===== src/rtl/bru_pkg.sv =====
// Shared types and defaults for the branch resolve unit.
// Prediction entry layout and FIFO sizing.
package bru_pkg;

    localparam int DEPTH_DEF    = 4;
    localparam int PTR_BITS_DEF = 2;

    typedef struct packed {
        logic [31:0] pc;
        logic        pred_taken;
        logic [31:0] pred_target;
    } pred_entry_t;

    localparam pred_entry_t PRED_ENTRY_RST = '0;

endpackage


===== src/rtl/pred_fifo.sv =====
// In-order FIFO of fetch-time predictions.
// Push and pop together are legal when full.
module pred_fifo
    import bru_pkg::*;
#(
    parameter int DEPTH    = DEPTH_DEF,
    parameter int PTR_BITS = PTR_BITS_DEF
) (
    input  logic                clk,
    input  logic                reset,
    input  logic                push,
    input  logic                pop,
    input  logic                clear,
    input  pred_entry_t         din,
    output pred_entry_t         head,
    output logic                full,
    output logic                empty,
    output logic [PTR_BITS:0]   count,
    output logic                overflow
);

    localparam logic [PTR_BITS:0] FULL_CNT =
        (PTR_BITS+1)'(DEPTH);

    pred_entry_t         mem [DEPTH];
    logic [PTR_BITS-1:0] rd_ptr;
    logic [PTR_BITS-1:0] wr_ptr;
    logic                do_pop;
    logic                do_push;
    logic                wr_en;

    assign full     = (count == FULL_CNT);
    assign empty    = (count == '0);
    assign do_pop   = pop & ~empty;
    assign do_push  = push & (~full | do_pop);
    assign wr_en    = do_push & ~clear;
    assign overflow = push & full & ~do_pop & ~clear;
    assign head     = mem[rd_ptr];

    // Pointer and occupancy bookkeeping; clear wins.
    always_ff @(posedge clk) begin
        if (reset) begin
            rd_ptr <= '0;
            wr_ptr <= '0;
            count  <= '0;
        end else if (clear) begin
            rd_ptr <= wr_ptr;
            count  <= '0;
        end else begin
            if (do_push) wr_ptr <= wr_ptr + 1'b1;
            if (do_pop)  rd_ptr <= rd_ptr + 1'b1;
            unique case ({do_push, do_pop})
                2'b10:   count <= count + 1'b1;
                2'b01:   count <= count - 1'b1;
                default: count <= count;
            endcase
        end
    end

    // Entry storage, written at the tail.
    always_ff @(posedge clk) begin
        if (!reset && wr_en) mem[wr_ptr] <= din;
    end

endmodule


===== src/rtl/branch_resolve_unit.sv =====
// Resolves predictions at EX: redirect, flush, predictor update.
// Define BRU_STATS_EN to build the branch/mispredict counters.
module branch_resolve_unit
    import bru_pkg::*;
#(
    parameter int DEPTH    = DEPTH_DEF,
    parameter int PTR_BITS = PTR_BITS_DEF
) (
    input  logic        clk,
    input  logic        reset,
    input  logic        fetch_push,
    input  logic [31:0] fetch_pc,
    input  logic        fetch_pred_taken,
    input  logic [31:0] fetch_pred_target,
    input  logic        ex_valid,
    input  logic        ex_is_branch,
    input  logic        ex_is_jump,
    input  logic        ex_taken,
    input  logic [31:0] ex_target,
    output logic        redirect_valid,
    output logic [31:0] redirect_pc,
    output logic        flush,
    output logic        fifo_full,
    output logic        update_valid,
    output logic [31:0] update_pc,
    output logic [31:0] update_target,
    output logic        update_taken,
    output logic        protocol_err,
    output logic [31:0] stat_branches,
    output logic [31:0] stat_mispredicts
);

    pred_entry_t       din;
    pred_entry_t       head;
    logic              q_full;
    logic              q_empty;
    logic [PTR_BITS:0] q_count;
    logic              q_ovf;
    logic              pop;
    logic              underflow;
    logic              is_ctrl;
    logic              act_taken;
    logic              mispredict;
    logic [31:0]       correct_pc;

    assign din = '{pc:          fetch_pc,
                   pred_taken:  fetch_pred_taken,
                   pred_target: fetch_pred_target};

    pred_fifo #(
        .DEPTH    (DEPTH),
        .PTR_BITS (PTR_BITS)
    ) u_fifo (
        .clk      (clk),
        .reset    (reset),
        .push     (fetch_push),
        .pop      (pop),
        .clear    (mispredict),
        .din      (din),
        .head     (head),
        .full     (q_full),
        .empty    (q_empty),
        .count    (q_count),
        .overflow (q_ovf)
    );

    assign pop        = ex_valid & ~q_empty & ~reset;
    assign underflow  = ex_valid & (q_count == '0);
    assign is_ctrl    = ex_is_branch | ex_is_jump;
    assign act_taken  = ex_taken & is_ctrl;
    assign correct_pc = act_taken ? ex_target
                                  : head.pc + 32'd4;

    assign mispredict = pop &
        ((act_taken != head.pred_taken) |
         (act_taken & (ex_target != head.pred_target)));

    assign redirect_valid = mispredict;
    assign flush          = mispredict;
    assign redirect_pc    = correct_pc;
    assign fifo_full      = q_full & ~reset;

    // Predictor update bus, one cycle after a control-op pop.
    always_ff @(posedge clk) begin
        if (reset) begin
            update_valid  <= 1'b0;
            update_pc     <= '0;
            update_target <= '0;
            update_taken  <= 1'b0;
        end else if (pop && is_ctrl) begin
            update_valid  <= 1'b1;
            update_pc     <= head.pc;
            update_target <= ex_target;
            update_taken  <= act_taken;
        end else begin
            update_valid  <= 1'b0;
        end
    end

    // Sticky overflow/underflow flag.
    always_ff @(posedge clk) begin
        if (reset)                     protocol_err <= 1'b0;
        else if (q_ovf || underflow)   protocol_err <= 1'b1;
    end

`ifdef BRU_STATS_EN
    // Resolved control ops and their mispredicts.
    always_ff @(posedge clk) begin
        if (reset) begin
            stat_branches    <= '0;
            stat_mispredicts <= '0;
        end else if (pop && is_ctrl) begin
            stat_branches <= stat_branches + 32'd1;
            if (mispredict)
                stat_mispredicts <= stat_mispredicts + 32'd1;
        end
    end
`else
    assign stat_branches    = '0;
    assign stat_mispredicts = '0;
`endif

endmodule

===== config.mk =====
export PLATFORM = sky130hd
export DESIGN_NAME = branch_resolve_unit
export DESIGN_NICKNAME = d
export VERILOG_FILES = /design/src/rtl/bru_pkg.sv /design/src/rtl/pred_fifo.sv /design/src/rtl/branch_resolve_unit.sv
export SDC_FILE = /design/constraint.sdc
export NUM_CORES = 1
export LEC_CHECK = 0
export BUFFER_PORTS_ARGS = -buffer_cell sky130_fd_sc_hd__buf_2
export CAP_MARGIN = 20
export CORE_MARGIN = 2
export CORE_UTILIZATION = 50
export DETAILED_ROUTE_END_ITERATION = 10
export GPL_TIMING_DRIVEN = 0
export PLACE_DENSITY = 0.76
export SYNTH_ARGS = -nofsm -noshare
export SYNTH_HDL_FRONTEND = slang
export SYNTH_SLANG_ARGS = --single-unit

===== constraint.sdc =====
create_clock -name clk -period 4.32 [get_ports clk]
set_input_delay 0.648 -clock clk [delete_from_list [all_inputs] [get_ports clk]]
set_output_delay 0.648 -clock clk [all_outputs]
set_load 0.02 [all_outputs]

==> summary.txt <==
Outcome -> completed
FFs w/ async S/R, synth -> 0
Post-synth top area share -> 0.548
EDFF count, synth -> 260
Seq pwr share -> 0.433
Gate power share -> 0.214
IO Pins -> 270
Layout Skew -> 12.4 ps
Commonest cells after routing, fill and taps aside -> edfxtp_1, buf_2, nand2_1
Sum Neg Setup Slack -> 0 ps
Reg2reg path depth -> 10
FILL cells -> 2134
Met1 Resource Use GR -> 0.328
First-pass GRT wire length -> 56100 um
Via count of the first global-routing pass -> 8944
Starting DRT DRC Count -> 1063
Yosys warns -> 0
DIE WIDTH -> 173 um
Total number of vias -> 9401
Final hold slack -> 334 ps
Sequence of cells on the critical path -> buf_12 > buf_12 > mux4_2 > ha_4 > nand3_2 > or2_2 > or2_4 > nor3_4 > nand4_1 > xor2_1 > a21oi_1 > buf_4
Wire per inst -> 22.4 um
TritonCTS Buffers -> 36
Worst Setup End Kind -> primary output
Slew Limit Fails -> 0
CP max FO -> 10
Detailed-route vias per instance -> 5.43
Htree depth -> 2
Final Cycle Share -> 0.983
Busiest grt layer -> met2
Pwr Density -> 498 mW/mm^2
Endpoints failing hold -> 0
Worst skew pair latency -> 520 ps
Crit path largest cell delay -> 460 ps
Synth Instances -> 1005
Total GRT Usage -> 0.253
Largest net degree at the start of global routing -> 57
Die area -> 0.0298 sq mm
Fmax -> 236 MHz
Post-synthesis sequential area ratio -> 0.655
CTS max path bufs -> 3
Final RePlAce weighted congestion -> 0.926
Initial Utilization -> 0.510
Yosys top cell by area -> edfxtp_1
Clock power share -> 0.354
Layout area overhead -> 22.1%
Post-synthesis register bit count -> 336
Measured slew at the worst slew-check pin -> 1130 ps
Int Pwr -> 6220 uW
Final Critical Period -> 4250 ps
Cells on Worst Hold Path -> 1
Die height -> 173 um
GR Util met2 -> 0.424
Hold Crit Endpoint -> u_fifo.mem[0][58]$_DFFE_PP_
# nets final -> 1428
Clk sinks -> 336
Met3 usage -> 0.0580
MaxCap Viol Count -> 0
Commonest non-fill, non-tap cell in the layout -> edfxtp_1
TritonCTS clock tree -> built
CTS Root Cell -> clkbuf_16
Lkg Pwr -> 0.00649 uW
Synth top area cells -> edfxtp_1, dfxtp_1, mux4_2
Post-Syn Area -> 0.0142 sq mm
PortBufs -> 205
Detailed placer's ending HPWL -> 27500 um
Sw Pwr -> 2420 uW
CP Class -> reg2out
CP most frequent cell -> buf_12
Maximum vdd drop -> 0.364 mV
Syn avg cell area -> 14.2 sq um
Setup-failing EPs final -> 0
Core area -> 0.0279 sq mm
Reg-to-Reg End -> u_fifo.mem[3][16]$_DFFE_PP_
Max-slew headroom -> 0.241
Routed Wire Length -> 38800 um
Total power -> 8650 uW
Required @ worst endpoint -> 3670 ps
Setup slack, reg-to-reg -> 300 ps
Grt ovf -> 0
Initial antenna violation count -> 9
Pre-antenna DRT Iters -> 5
ANT nets after route -> 0
Hold crit path type -> in2reg
Layout cells sized above 1 -> 0.316
Slowest-stage cell, CP -> mux4_2
Worst Setup Start Kind -> flop
Reg clk slew, reported paths -> 60 ps
Min-delay src -> fetch_pc[25]
Main synth FF type -> edfxtp_1
Cell Rows -> 61
Remaining DRCs -> 0
CP arrival -> 3600 ps
Switching part of the total power -> 0.280
Library cells used by synthesis -> 56
==> flip-flops by register name, summed over array words and instances, names as in the netlist, named ones only <==
signal	cells
u_fifo.mem	260
update_pc	32
update_target	32
u_fifo.count	3
u_fifo.rd_ptr	2
u_fifo.wr_ptr	2
protocol_err	1
update_taken	1
update_valid	1
==> stage by stage <==
stage | util | instance area (sq um) | std cells | setup WS [ps]
after CTS | 0.620 | 17300 | 1722 | 22.9
final | 0.622 | 17400 | 1730 | 74.0
after detailed placement | 0.576 | 16100 | 1655 | 258
after global placement | 0.572 | 16000 | 1651 | -1610
after floorplan | - | 14500 | 1068 | 124
after global routing | 0.622 | 17400 | 1728 | -1.67
==> how the worst max path moves through the flow <==
stage               from                           to  depth (start not counted)  slack, ps
finish              flop              redirect_pc[22]                         12         70
CTS                 flop              redirect_pc[22]                         13         20
global placement    flop  u_fifo.mem[0][46]$_DFFE_PP_                         11      -1610
floorplan           flop   u_fifo.mem[1][0]$_DFFE_PP_                          9        120
detailed placement  flop              redirect_pc[22]                         13        260
global route        flop              redirect_pc[20]                         12         -2
==> repair_timing <==
| item | in CTS | in global routing |
|---|---|---|
| resized for setup | 9 | 9 |
| gates cloned | 0 | 0 |
| setup buffers | 1 | 2 |
| endpoints found under the hold margin | 0 | 0 |
| setup endpoints to repair | 7 | 6 |
| hold buffers | 0 | 0 |
| pin swaps | 1 | 2 |
==> power groups by stage <==
stage                     clock [uW]  sequential [uW]  combinational [uW]
final                           3060             3740                1850
after global routing            3210             3750                1970
after CTS                       3090             3740                1820
after detailed placement           0             3800                1790
after global placement             0             3810                1760
after floorplan                    0             3860                1150
==> final cells by class <==
| type | instances | area, sq um | area share |
|---|---|---|---|
| multi-input combinational | 607 | 4380 | 0.252 |
| clock inverter | 14 | 126 | 0.00727 |
| antenna | 6 | 15.0 | 0.000864 |
| buffer | 110 | 788 | 0.0454 |
| sequential | 336 | 9330 | 0.537 |
| tap | 378 | 473 | 0.0272 |
| clock buffer | 52 | 1050 | 0.0607 |
| inverter | 15 | 56.3 | 0.00324 |
| timing repair buffer | 212 | 1160 | 0.0667 |
==> metal layers <==
layer	vias up	part of all wire
li1	4219	-
met1	4539	0.39
met2	540	0.49
met3	97	0.094
met4	6	0.031
met5	-	0.00085
==> critical path: cells and delay by family, from the launching register on <==
| family | cells | cell delay, ps |
|---|---|---|
| buffers and inverters | 3 | 490 |
| xor gates and xnor gates | 1 | 160 |
| DFF | 1 | 330 |
| AOI/OAI and AO/OA | 1 | 170 |
| and+or+nand+nor | 5 | 1270 |
| muxes | 1 | 460 |
| adders and majority gates | 1 | 180 |
==> cells by family after synthesis <==
group | after synthesis | synth area share
and+or+nand+nor | 296 | 0.0990
adders and majority gates | 6 | 0.00580
DFF | 336 | 0.655
xor gates and xnor gates | 51 | 0.0314
AOI/OAI and AO/OA | 104 | 0.0421
buffers and inverters | 125 | 0.0568
muxes | 86 | 0.109
other | 1 | 0.000263
==> Yosys cell counts, types with 6 or more instances <==
library cell / count
nand3b_1: 32
mux4_2: 55
o21ai_0: 10
nand2_1: 146
xor2_1: 17
nor2_1: 53
mux2_2: 6
nor3_1: 13
and2_1: 6
edfxtp_1: 260
dfxtp_1: 76
buf_4: 71
inv_1: 14
nand4_1: 7
xnor2_1: 34
mux2i_1: 25
buf_2: 6
a21oi_1: 66
nand3_1: 12
clkbuf_1: 26
(Power assumes the default switching activity.)
